--- src/rtl/ahfp_mod_pi_arb.sv ---
// Round-robin arbiter sharing one ahfp_mod_pi pipeline between N_REQ requesters; result steered back by tag.
// Define AHFP_MOD_PI_ARB_FIXED_PRIO_EN for fixed lowest-index priority instead of round-robin.
module ahfp_mod_pi_arb #(
   parameter int N_REQ   = 4,
   parameter int LATENCY = 24,
   parameter int TAG_W   = 3
) (
   input  logic                clk,
   input  logic                rst,
   input  logic [N_REQ-1:0]    req_valid,
   input  logic [32*N_REQ-1:0] req_data,
   output logic [N_REQ-1:0]    req_ready,
   input  logic                hold,
   output logic [31:0]         mod_data,
   input  logic [31:0]         mod_result,
   output logic [N_REQ-1:0]    resp_valid,
   output logic [31:0]         resp_data,
   output logic                busy
);
   typedef struct packed {
      logic             vld;
      logic [TAG_W-1:0] id;
   } tag_t;

   // Stage 0 rides alongside mod_data; stages 1..LATENCY track the pipeline so the last lines up with mod_result.
   tag_t             tag_q [LATENCY+1];
   logic             gnt_vld;
   logic [TAG_W-1:0] gnt_id;
   logic [31:0]      gnt_data;

`ifdef AHFP_MOD_PI_ARB_FIXED_PRIO_EN
   always_comb begin
      gnt_vld = 1'b0;
      gnt_id  = '0;
      for (int k = N_REQ-1; k >= 0; k--) begin
         if (req_valid[k]) begin
            gnt_vld = 1'b1;
            gnt_id  = TAG_W'(k);
         end
      end
      if (hold || rst) gnt_vld = 1'b0;
   end
`else
   logic [TAG_W-1:0]   ptr_q;
   logic [2*N_REQ-1:0] rot_vld;
   logic [TAG_W:0]     idx;

   always_comb begin
      gnt_vld = 1'b0;
      gnt_id  = '0;
      idx     = '0;
      rot_vld = {req_valid, req_valid} >> ptr_q;
      // Descending scan: the smallest offset from ptr is written last and wins.
      for (int k = N_REQ-1; k >= 0; k--) begin
         if (rot_vld[k]) begin
            gnt_vld = 1'b1;
            idx     = {1'b0, ptr_q} + (TAG_W+1)'(k);
            if (idx >= (TAG_W+1)'(N_REQ)) idx = idx - (TAG_W+1)'(N_REQ);
            gnt_id  = idx[TAG_W-1:0];
         end
      end
      if (hold || rst) gnt_vld = 1'b0;
   end

   always_ff @(posedge clk or posedge rst) begin
      if (rst)
         ptr_q <= '0;
      else if (gnt_vld)
         ptr_q <= (gnt_id == TAG_W'(N_REQ-1)) ? '0 : gnt_id + 1'b1;
   end
`endif

   always_comb begin
      req_ready = '0;
      gnt_data  = '0;
      for (int j = 0; j < N_REQ; j++) begin
         if (gnt_vld && gnt_id == TAG_W'(j)) begin
            req_ready[j] = 1'b1;
            gnt_data     = req_data[32*j +: 32];
         end
      end
   end

   always_ff @(posedge clk or posedge rst) begin
      if (rst) begin
         mod_data   <= '0;
         resp_valid <= '0;
         resp_data  <= '0;
         for (int i = 0; i <= LATENCY; i++) tag_q[i] <= '0;
      end else begin
         mod_data <= gnt_vld ? gnt_data : 32'h0;
         tag_q[0] <= {gnt_vld, gnt_id};
         for (int i = 1; i <= LATENCY; i++) tag_q[i] <= tag_q[i-1];
         for (int j = 0; j < N_REQ; j++)
            resp_valid[j] <= tag_q[LATENCY].vld && (tag_q[LATENCY].id == TAG_W'(j));
         if (tag_q[LATENCY].vld) resp_data <= mod_result;
      end
   end

   always_comb begin
      busy = |resp_valid;
      for (int i = 0; i <= LATENCY; i++) busy = busy | tag_q[i].vld;
   end
endmodule

--- config.mk ---
export PLATFORM = sky130hd
export DESIGN_NAME = ahfp_mod_pi_arb
export DESIGN_NICKNAME = d
export VERILOG_FILES = /design/src/rtl/ahfp_mod_pi_arb.sv
export SDC_FILE = /design/constraint.sdc
export NUM_CORES = 1
export LEC_CHECK = 0
export ABC_CLOCK_PERIOD_IN_PS = 6200
export BUFFER_PORTS_ARGS = -buffer_cell sky130_fd_sc_hd__buf_2
export CORE_MARGIN = 2
export CORE_UTILIZATION = 44
export DETAILED_ROUTE_END_ITERATION = 10
export GPL_TIMING_DRIVEN = 0
export PLACE_DENSITY_LB_ADDON = 0.1
export SYNTH_ARGS = -nofsm -noshare
export SYNTH_HDL_FRONTEND = slang
export SYNTH_SLANG_ARGS = --single-unit
--- constraint.sdc ---
create_clock -name clk -period 6.2 [get_ports clk]
set_input_delay 1.24 -clock clk [delete_from_list [all_inputs] [get_ports clk]]
set_output_delay 1.24 -clock clk [all_outputs]
set_load 0.02 [all_outputs]
# Word-level counts from Yosys, hierarchy flattened
# Index checks and enable logic that the tools add are counted.
totals:
  register_bits: 171
  latch_bits: 0
  ramBits: 0
  rom_bits: 0
  inputBits: 167
  output_inout_bits: 73
  wordCells: 133
  n_memories: 0
op_classes:
  add_sub_neg: 8
  n_mul: 0
  div_mod_pow: 0
  magnitude_cmp: 4
  n_eq_ne: 6
  shifts: 1
  muxes: 23
  bitwise: 25
  n_reduce_logical: 12
op_table:
  columns: ["cell", "count"]
  rows:
  - ["32-bit two-way mux", 5]
  - ["3-bit two-way mux", 9]
  - ["1-bit bitwise OR", 25]
  - ["3-bit by 2-bit == test with 1-bit output, second input constant", 4]
  - ["4-bit by 3-bit >= comparator with 1-bit output, second input constant", 3]
  - ["3-bit subtractor, second input constant", 4]
  - ["1-bit two-way mux", 9]
  - ["3-bit by 2-bit adder with 4-bit output, second input constant", 2]
  - ["1-bit logical AND", 8]
  - ["8-bit by 3-bit >> shifter with 4-bit output", 1]
  - ["3-bit by 1-bit == test with 1-bit output, second input constant", 2]
  - ["3-bit zero test", 2]
  - ["3-bit by 1-bit adder with 4-bit output, second input constant", 1]
  - ["4-bit OR reduction", 1]
  - ["3-bit by 1-bit adder with 3-bit output, second input constant", 1]
  - ["3-bit >= comparator, second input constant", 1]
  - ["1-bit logical OR", 1]

# Logic depth before layout (Yosys ltp)
# Gate-level depths: netlist (run 1).
logic_depth:
  word_depth: 26
  ltp_mapped: 14
  mapped_depth_nobuf: 11

# Worst setup path after synthesis (run 1)
# OpenSTA, ideal clock, no wires.
synth_timing:
  kind: "input port to output port"
  start: "input req_valid[1]"
  end: "output req_ready[2]"
  t_arrival_ns: 3.126
  t_required_ns: 4.960
  setup_slack_ns: 1.834
  path_stages: 10
  n_path_buf: 2
  cell_sequence: "mux2_4 a211oi_1 o21ai_0 a22o_1 inv_1 ha_1 clkbuf_1 inv_1 clkbuf_1 nor2_2"
synth_between:
  elab_chain_len: 8
  elab_cells_between_ends: 13
  cone_classes: "eq/ne (1); shift (1); mux (10); reduce/logical (1)"
synth_rtl:
  columns: ["item", "line_no", "source"]
  rows:
  - ["start: declaration", "10", "input logic [N_REQ-1:0] req_valid,"]
  - ["8-bit by 3-bit >> shifter with 4-bit output (*)", "52", "rot_vld = {req_valid, req_valid} >> ptr_q;"]
  - ["3-bit two-way mux (3 in a row)", "55", "if (rot_vld[k]) begin"]
  - ["3-bit two-way mux (*)", "55", null]
  - ["via gnt_id[0]", "28", "logic [TAG_W-1:0] gnt_id;"]
  - ["3-bit by 2-bit == test with 1-bit output (*)", "77", "if (gnt_vld && gnt_id == TAG_W'(j)) begin"]
  - ["1-bit logical AND (*)", "77", null]
  - ["1-bit two-way mux (*)", "77", null]
  - ["end: declaration", "12", "output logic [N_REQ-1:0] req_ready,"]
# Mark *: on every way through the listed nets, which the timed path passes. The rest lies on a longest branch.

# Worst setup path after layout (run 1)
layout_timing:
  start: "input req_valid[0]"
  end: "output req_ready[3]"
# Same word-level chain as after synthesis.

==> run summary, run 1 <==
• 4 — count of TritonRoute iterations in the first routing pass
• sky130_fd_sc_hd__clkbuf_16 — master cell of the clock root buffer
• 641 — net count after synthesis
• 0 — # DRC
• 0.270 mV — IR drop worst, VDD
• 13900 um^2 — Core Area
• reg2reg — worst hold path type
• 0.00863 ns — Post-Route Skew
• 0 — number of endpoints failing setup at the final stage
• in2out — critical path class
• 0 — number of buffers added to fix hold violations after cts
• 1780 um^2 — Multi-input gate area
• 85.8% — final worst-path cycle share
• 5.08 — ratio of routed vias to standard cells
• no — unrepaired setup endpoints after global routing
• 239 — count of input and output buffers
• 12.1 mm — post-detailed-placement half-perimeter wirelength
• 6.63 mm — routed length on met1
• 0.42 ns — latest clock arrival within the worst-skew pair
• 0 — PostCTS Resize Cnt
• 4690 — number of vias after detailed routing
• 265 — Starting DRT DRC Count
• 1.25 mm — met3 wire length
• 8360 um^2 — final std cell area, no fill
• 171 — clock sink count
• 4796 — vias in the first global route
• 900 — Final #Nets
• 4 — htree depth
• 123 um — horizontal extent of the die
• 43 — Rows
• 7730 um^2 — placed inst area
• 0.882 ns — Setup WS post-layout
• 0 — count of nets left with antenna violations after detail routing
• 45.2% — Initial Util
• 123 um — die height
• 188 MHz — Max Clk Rate
• 17 — number of buffers created by CTS
• output port — crit path capture type
• 17.5 um — mean routed wirelength per cell
• sky130_fd_sc_hd__buf_2 — most common library cell in the layout ignoring fill and taps
• 0.914 ns — dpl ws
• 46.4% — layout cells sized above 1
• 7.93 mm — wire length on met2
• 24.5 mm — first-pass GRT wire length
• 0 — Final Hold Violating Endpoints
• 4310 uW — Design Power
• primary input — Startpoint Class
• 2 — Clock Tree Buf Depth
• 0.07 ns — clock-pin slew on the worst setup and hold paths
• 16.2 mm — wire length reported by the detailed router
• 469 — Syn Inst Count
• 4.08 ns — data arrival at the endpoint of the critical path
• 10 — Max Fanout on Critical Path
• 0.932 — gp weighted congestion
• 6270 um^2 — area of the mapped netlist
• met4 — Max Used Layer
• 0 — Yosys Warn Count
• 15200 um^2 — DIE AREA
• 33.3% — Area Overhead vs Synth
• 21.9% — total track usage
• sky130_fd_sc_hd__buf_2 (240), sky130_fd_sc_hd__dfrtp_1 (171), sky130_fd_sc_hd__nor2_1 (36) — commonest cells after routing, fill and taps aside
• 0 — Max Slew Vio Count
• 0 — count of buffers added by post-CTS timing repair for setup
• 0 ns — sum of negative setup slack
• 39 — post-synth cell types
• 0.00414 uW — leakage power figure
• 0.810 ns — pin slew with the least headroom to its limit
• 240 — I/O pin count
• 0 — initial antenna violation count
• finished clean — result of the run
• 1145 — fill cell instance count of the final layout
• 5.32 ns — minimum clock period after layout
• 4.96 ns — Crit path required time
• 171 — synthesized flop and latch total
• 515 nW/um^2 — Power Dens Cells
• 4280 um^2 — area taken by flip-flops and latches
• 0 — max_cap viols
• 68.2% — register area share after synthesis
• done — CTS tree
• 13.4 um^2 — synthesized area divided by synthesized cell count
• 45.2% — Slew headroom
• 146 — pin count of the biggest net entering global routing
• 0 — Overflow after GRT
path summary, 6_finish.rpt:
path                       slack, ns  cells after the start                        end                  from
setup / recovery                0.88                     10               req_ready[3]          req_valid[0]
hold / removal                  0.34                      0        tag_q[25]$_DFF_PP0_   tag_q[29]$_DFF_PP0_
setup reg to reg                2.09                     13     mod_data[27]$_DFF_PP0_  ptr_q[0]$_DFFE_PP0P_
hold reg to reg                 0.34                      0        tag_q[25]$_DFF_PP0_   tag_q[29]$_DFF_PP0_
max in group asynchronous       4.52                      3  resp_data[14]$_DFFE_PP0P_                   rst
min in group asynchronous       0.78                      2     mod_data[15]$_DFF_PP0_                   rst
area by class of cell:
cell class,count,area share [%]
sequential,171,51.2
multi-input combinational,258,21.3
timing repair buffer,240,14.6
clock buffer,18,5.13
tap,180,2.69
clock inverter,14,2.39
buffer,31,2.17
inverter,9,0.494
antenna,2,0.0598
per-layer routing:
| layer | track usage, % | vias up |
|---|---|---|
| met3 | 6.46 | 26 |
| met2 | 35.3 | 211 |
| li1 | - | 2180 |
| met1 | 27.8 | 2273 |
| met5 | 0 | - |
| met4 | 8.74 | 0 |
through the flow:
stage	util [%]	hold WS, ns	instances
after floorplan	-	0.331	469
after global placement	55.4	0.334	888
after detailed placement	55.7	0.335	889
after CTS	60.2	0.347	921
after global routing	60.2	0.345	921
final	60.3	0.344	923
critical path, stage by stage:
cell and delay, ns:
sky130_fd_sc_hd__buf_2 0.13, sky130_fd_sc_hd__nor4bb_1 0.39, sky130_fd_sc_hd__a211oi_1 0.12, sky130_fd_sc_hd__o21ai_0 0.27, sky130_fd_sc_hd__a22o_1 0.32, sky130_fd_sc_hd__ha_1 0.23, sky130_fd_sc_hd__clkbuf_1 0.47, sky130_fd_sc_hd__clkbuf_1 0.51
sky130_fd_sc_hd__and2_1 0.22, sky130_fd_sc_hd__buf_2 0.16
sequential cells by signal (all words and copies together), names as in the netlist:
signal and count:
mod_data 32, ptr_q 3, resp_data 32, resp_valid 4
tag_q 100
Yosys cell counts (all sizes together):
master  instances  share of area (%)
and3            1               0.10
o21a            1               0.12
inv             9               0.54
a221oi         31                4.3
nand4           1               0.10
nor4bb          1               0.16
a211o           1               0.14
nor3           32                2.6
nand2           9               0.54
dfrtp         171                 68
nor4b           1               0.14
mux2           33                6.0
a22o            1               0.14
o311ai          1               0.14
nand3b          1               0.12
o22ai           2               0.20
o31ai           1               0.12
nor3b           2               0.24
ha              5                1.0
mux2i           5               0.80
nor2b           3               0.30
o22a            1               0.14
a211oi          1               0.12
and2            6               0.60
nor2           66                5.1
o21ai           4               0.32
buf             6                1.4
mux4            2               0.72
nand2b          2               0.20
a21oi          33                2.6
conb            1              0.060
nor4            6               0.60
clkbuf         25                1.5
o41ai           1               0.26
or4             3               0.36
power breakdown:
part           total (uW)  internal, uW  leakage [uW]  switching (uW)
logic                1640           602       0.00170            1030
clock network        1120           653      0.000305             462
registers            1560          1440       0.00214             118
total                4310          2690       0.00414            1610
cell families (layout without fill, tap and decap cells):
family          after synthesis  in the layout  share of synthesized area, %
compound gates               78             78                          8.66
flops                       171            171                          68.2
simple gates                134            134                          11.1
fa+ha+maj                     5              5                         0.997
other cells                   1              3                        0.0598
buf+inv                      40            312                          3.43
mux                          40             40                          7.50
Note: power is estimated with default switching activity, not from simulation.
==> inputs of run 2 (changes only) <==
ABC_CLOCK_PERIOD_IN_PS = 6250   (was 6200)
CORE_UTILIZATION = 52   (was 44)
clock period = 6.25 ns   (was 6.2 ns; I/O delays follow)
==> run 2 against run 1 <==
Against the previous run:
- global-route usage rose by 2.6 points
- worst setup slack improved by 0.20 ns
- combinational power barely moved
- largest power group unchanged
- clock skew fell by 0.00066 ns
- die area fell by 15%
- register-to-register slack improved by 0.15 ns
- final area fell by 1.2%
- sequential power barely moved
- cell count fell by 3.8%
- critical path depth did not move
- wire length fell by 4.0%
==> run summary, run 2 (same netlist as run 1, synthesis figures left out) <==
• 0 — max_cap viols
• 506 nW/um^2 — Power Dens Cells
• 0 — count of buffers added by post-CTS timing repair for setup
• 0.00797 ns — Post-Route Skew
• 97 — pin count of the biggest net entering global routing
• finished clean — result of the run
• 13000 um^2 — DIE AREA
• 23.8 mm — first-pass GRT wire length
• 0.925 — gp weighted congestion
• tag_q[77]$_DFF_PP0_ — worst hold path startpoint
• 69.4% — final core area utilization
• 2 — Clock Tree Buf Depth
• 0 — number of endpoints failing setup at the final stage
• reg2reg — worst hold path type
• primary input — Startpoint Class
• 0 — number of buffers added to fix hold violations after cts
• 5.17 ns — minimum clock period after layout
• 24.5% — total track usage
• 5.00 ns — Crit path required time
• 0.07 ns — clock-pin slew on the worst setup and hold paths
• 5.31 — ratio of routed vias to standard cells
• no — unrepaired setup endpoints after global routing
• 100 — number of flip-flops in the largest register
• 17.5 um — mean routed wirelength per cell
• 0 — cell depth of the worst hold path
• 42.9% — Slew headroom
• 4754 — vias in the first global route
• output port — crit path capture type
• 0 ns — sum of negative setup slack
• 17 — number of buffers created by CTS
• 0.00411 uW — leakage power figure
• 900 — Final #Nets
• ptr_q[0]$_DFFE_PP0P_ — startpoint of the lowest-slack register-to-register path
• 4 — count of TritonRoute iterations in the first routing pass
• 15.5 mm — wire length reported by the detailed router
• 856 — placed insts
• in2out — critical path class
• sky130_fd_sc_hd__clkbuf_16 — master cell of the clock root buffer
• 11900 um^2 — Core Area
• 0 — # DRC
• 3.92 ns — data arrival at the endpoint of the critical path
• sky130_fd_sc_hd__buf_2 — most common library cell in the layout ignoring fill and taps
• 82.7% — final worst-path cycle share
• 0 — PostCTS Resize Cnt
• 4 — htree depth
• 0.857 ns — pin slew with the least headroom to its limit
• 2.24 ns — minimum setup slack among reg-to-reg paths
• tag_q: 100 flops, mod_data: 32 flops, resp_data: 32 flops — Regs by FF count
• 7690 um^2 — placed inst area
• 114 um — horizontal extent of the die
• 239 — count of input and output buffers
• 240 — I/O pin count
• 0.276 mV — IR drop worst, VDD
• 888 — number of standard cells in the layout, taps in and fillers out
• 8270 um^2 — final std cell area, no fill
• 193 MHz — Max Clk Rate
• 52.7% — Initial Util
• 0.42 ns — latest clock arrival within the worst-skew pair
• 0 — Overflow after GRT
• tag_q[73]$_DFF_PP0_ — worst hold path endpoint
• 13 — R2R cell count
• 0 — Max Slew Vio Count
• tag_q — Reg with most FFs
• 258 — Starting DRT DRC Count
• 0 — antenna diode count
• 0.344 ns — smallest hold slack
• 0 — initial antenna violation count
• 0 — Final Hold Violating Endpoints
• 171 — clock sink count
• 114 um — die height
• 31.8% — Area Overhead vs Synth
• 46.6% — layout cells sized above 1
• mod_data[28]$_DFF_PP0_ — end of the worst register-to-register path
• 10 — Max Fanout on Critical Path
• 4711 — number of vias after detailed routing
• 40 — Rows
• sky130_fd_sc_hd__buf_2 (240), sky130_fd_sc_hd__dfrtp_1 (171), sky130_fd_sc_hd__nor2_1 (36) — commonest cells after routing, fill and taps aside
• 0 — count of nets left with antenna violations after detail routing
• done — CTS tree
• 11.6 mm — post-detailed-placement half-perimeter wirelength
==> run 2: changes by cell type in the layout (fill, tap and decap cells not counted), sizes merged <==
cell and change:
bufinv -2, clkbuf -1, clkinv +1, clkinvlp +2, diode -2
==> run 2: through the flow <==
stage	setup WS [ns]	power, uW
final	1.08	4180
after global routing	0.790	4450
after detailed placement	1.08	3160
after floorplan	0.368	2660
after global placement	-1.07	3110
after CTS	1.04	4210
==> run 2: layout make-up <==
type                            count  area (um^2)
Sequential cell                   171         4280
Fill cell                         903         3640
Multi-Input combinational cell    258         1780
Timing Repair Buffer              240         1220
Clock buffer                       17          425
Tap cell                          147          184
Buffer                             31          181
Clock inverter                     15          156
Inverter                            9         38.8
==> run 2: power breakdown <==
part | internal (uW) | leakage [uW] | total (uW) | switching (uW)
sequential | 1430 | 0.00214 | 1540 | 114
clock | 564 | 0.000280 | 1030 | 462
combinational | 596 | 0.00169 | 1610 | 1020
total | 2590 | 0.00411 | 4180 | 1590
==> run 2: worst max path at each step <==
stage / from / endpoint / slack [ns] / cells past startpoint
finish: req_valid[1] / req_ready[3] / 1.08 / 10
detailed placement: req_valid[0] / req_ready[3] / 1.08 / 10
global placement: rst / tag_q[31]$_DFF_PP0_ / -1.07 / 2
floorplan: rst / mod_data[0]$_DFF_PP0_ / 0.37 / 1
global route: req_valid[0] / req_ready[3] / 0.79 / 10
CTS: req_valid[1] / req_ready[3] / 1.04 / 10
==> run 2: worst max-delay path, cell delays in order <==
cell	delay (ns)
sky130_fd_sc_hd__buf_2	0.14
sky130_fd_sc_hd__mux2i_1	0.13
sky130_fd_sc_hd__or4_1	0.42
sky130_fd_sc_hd__o311ai_0	0.13
sky130_fd_sc_hd__a22o_1	0.33
sky130_fd_sc_hd__ha_1	0.25
sky130_fd_sc_hd__clkbuf_1	0.42
sky130_fd_sc_hd__clkbuf_1	0.47
sky130_fd_sc_hd__and2_1	0.21
sky130_fd_sc_hd__buf_2	0.16
==> run 2: per-layer routing <==
metal  vias to the layer above  share of wire, %  GRT usage [%]
met5                         -                 0              0
met4                         0               2.7           10.1
met3                        32               6.4           6.22
met2                       202                49           40.3
met1                      2306                42           31.3
li1                       2171                 -              -
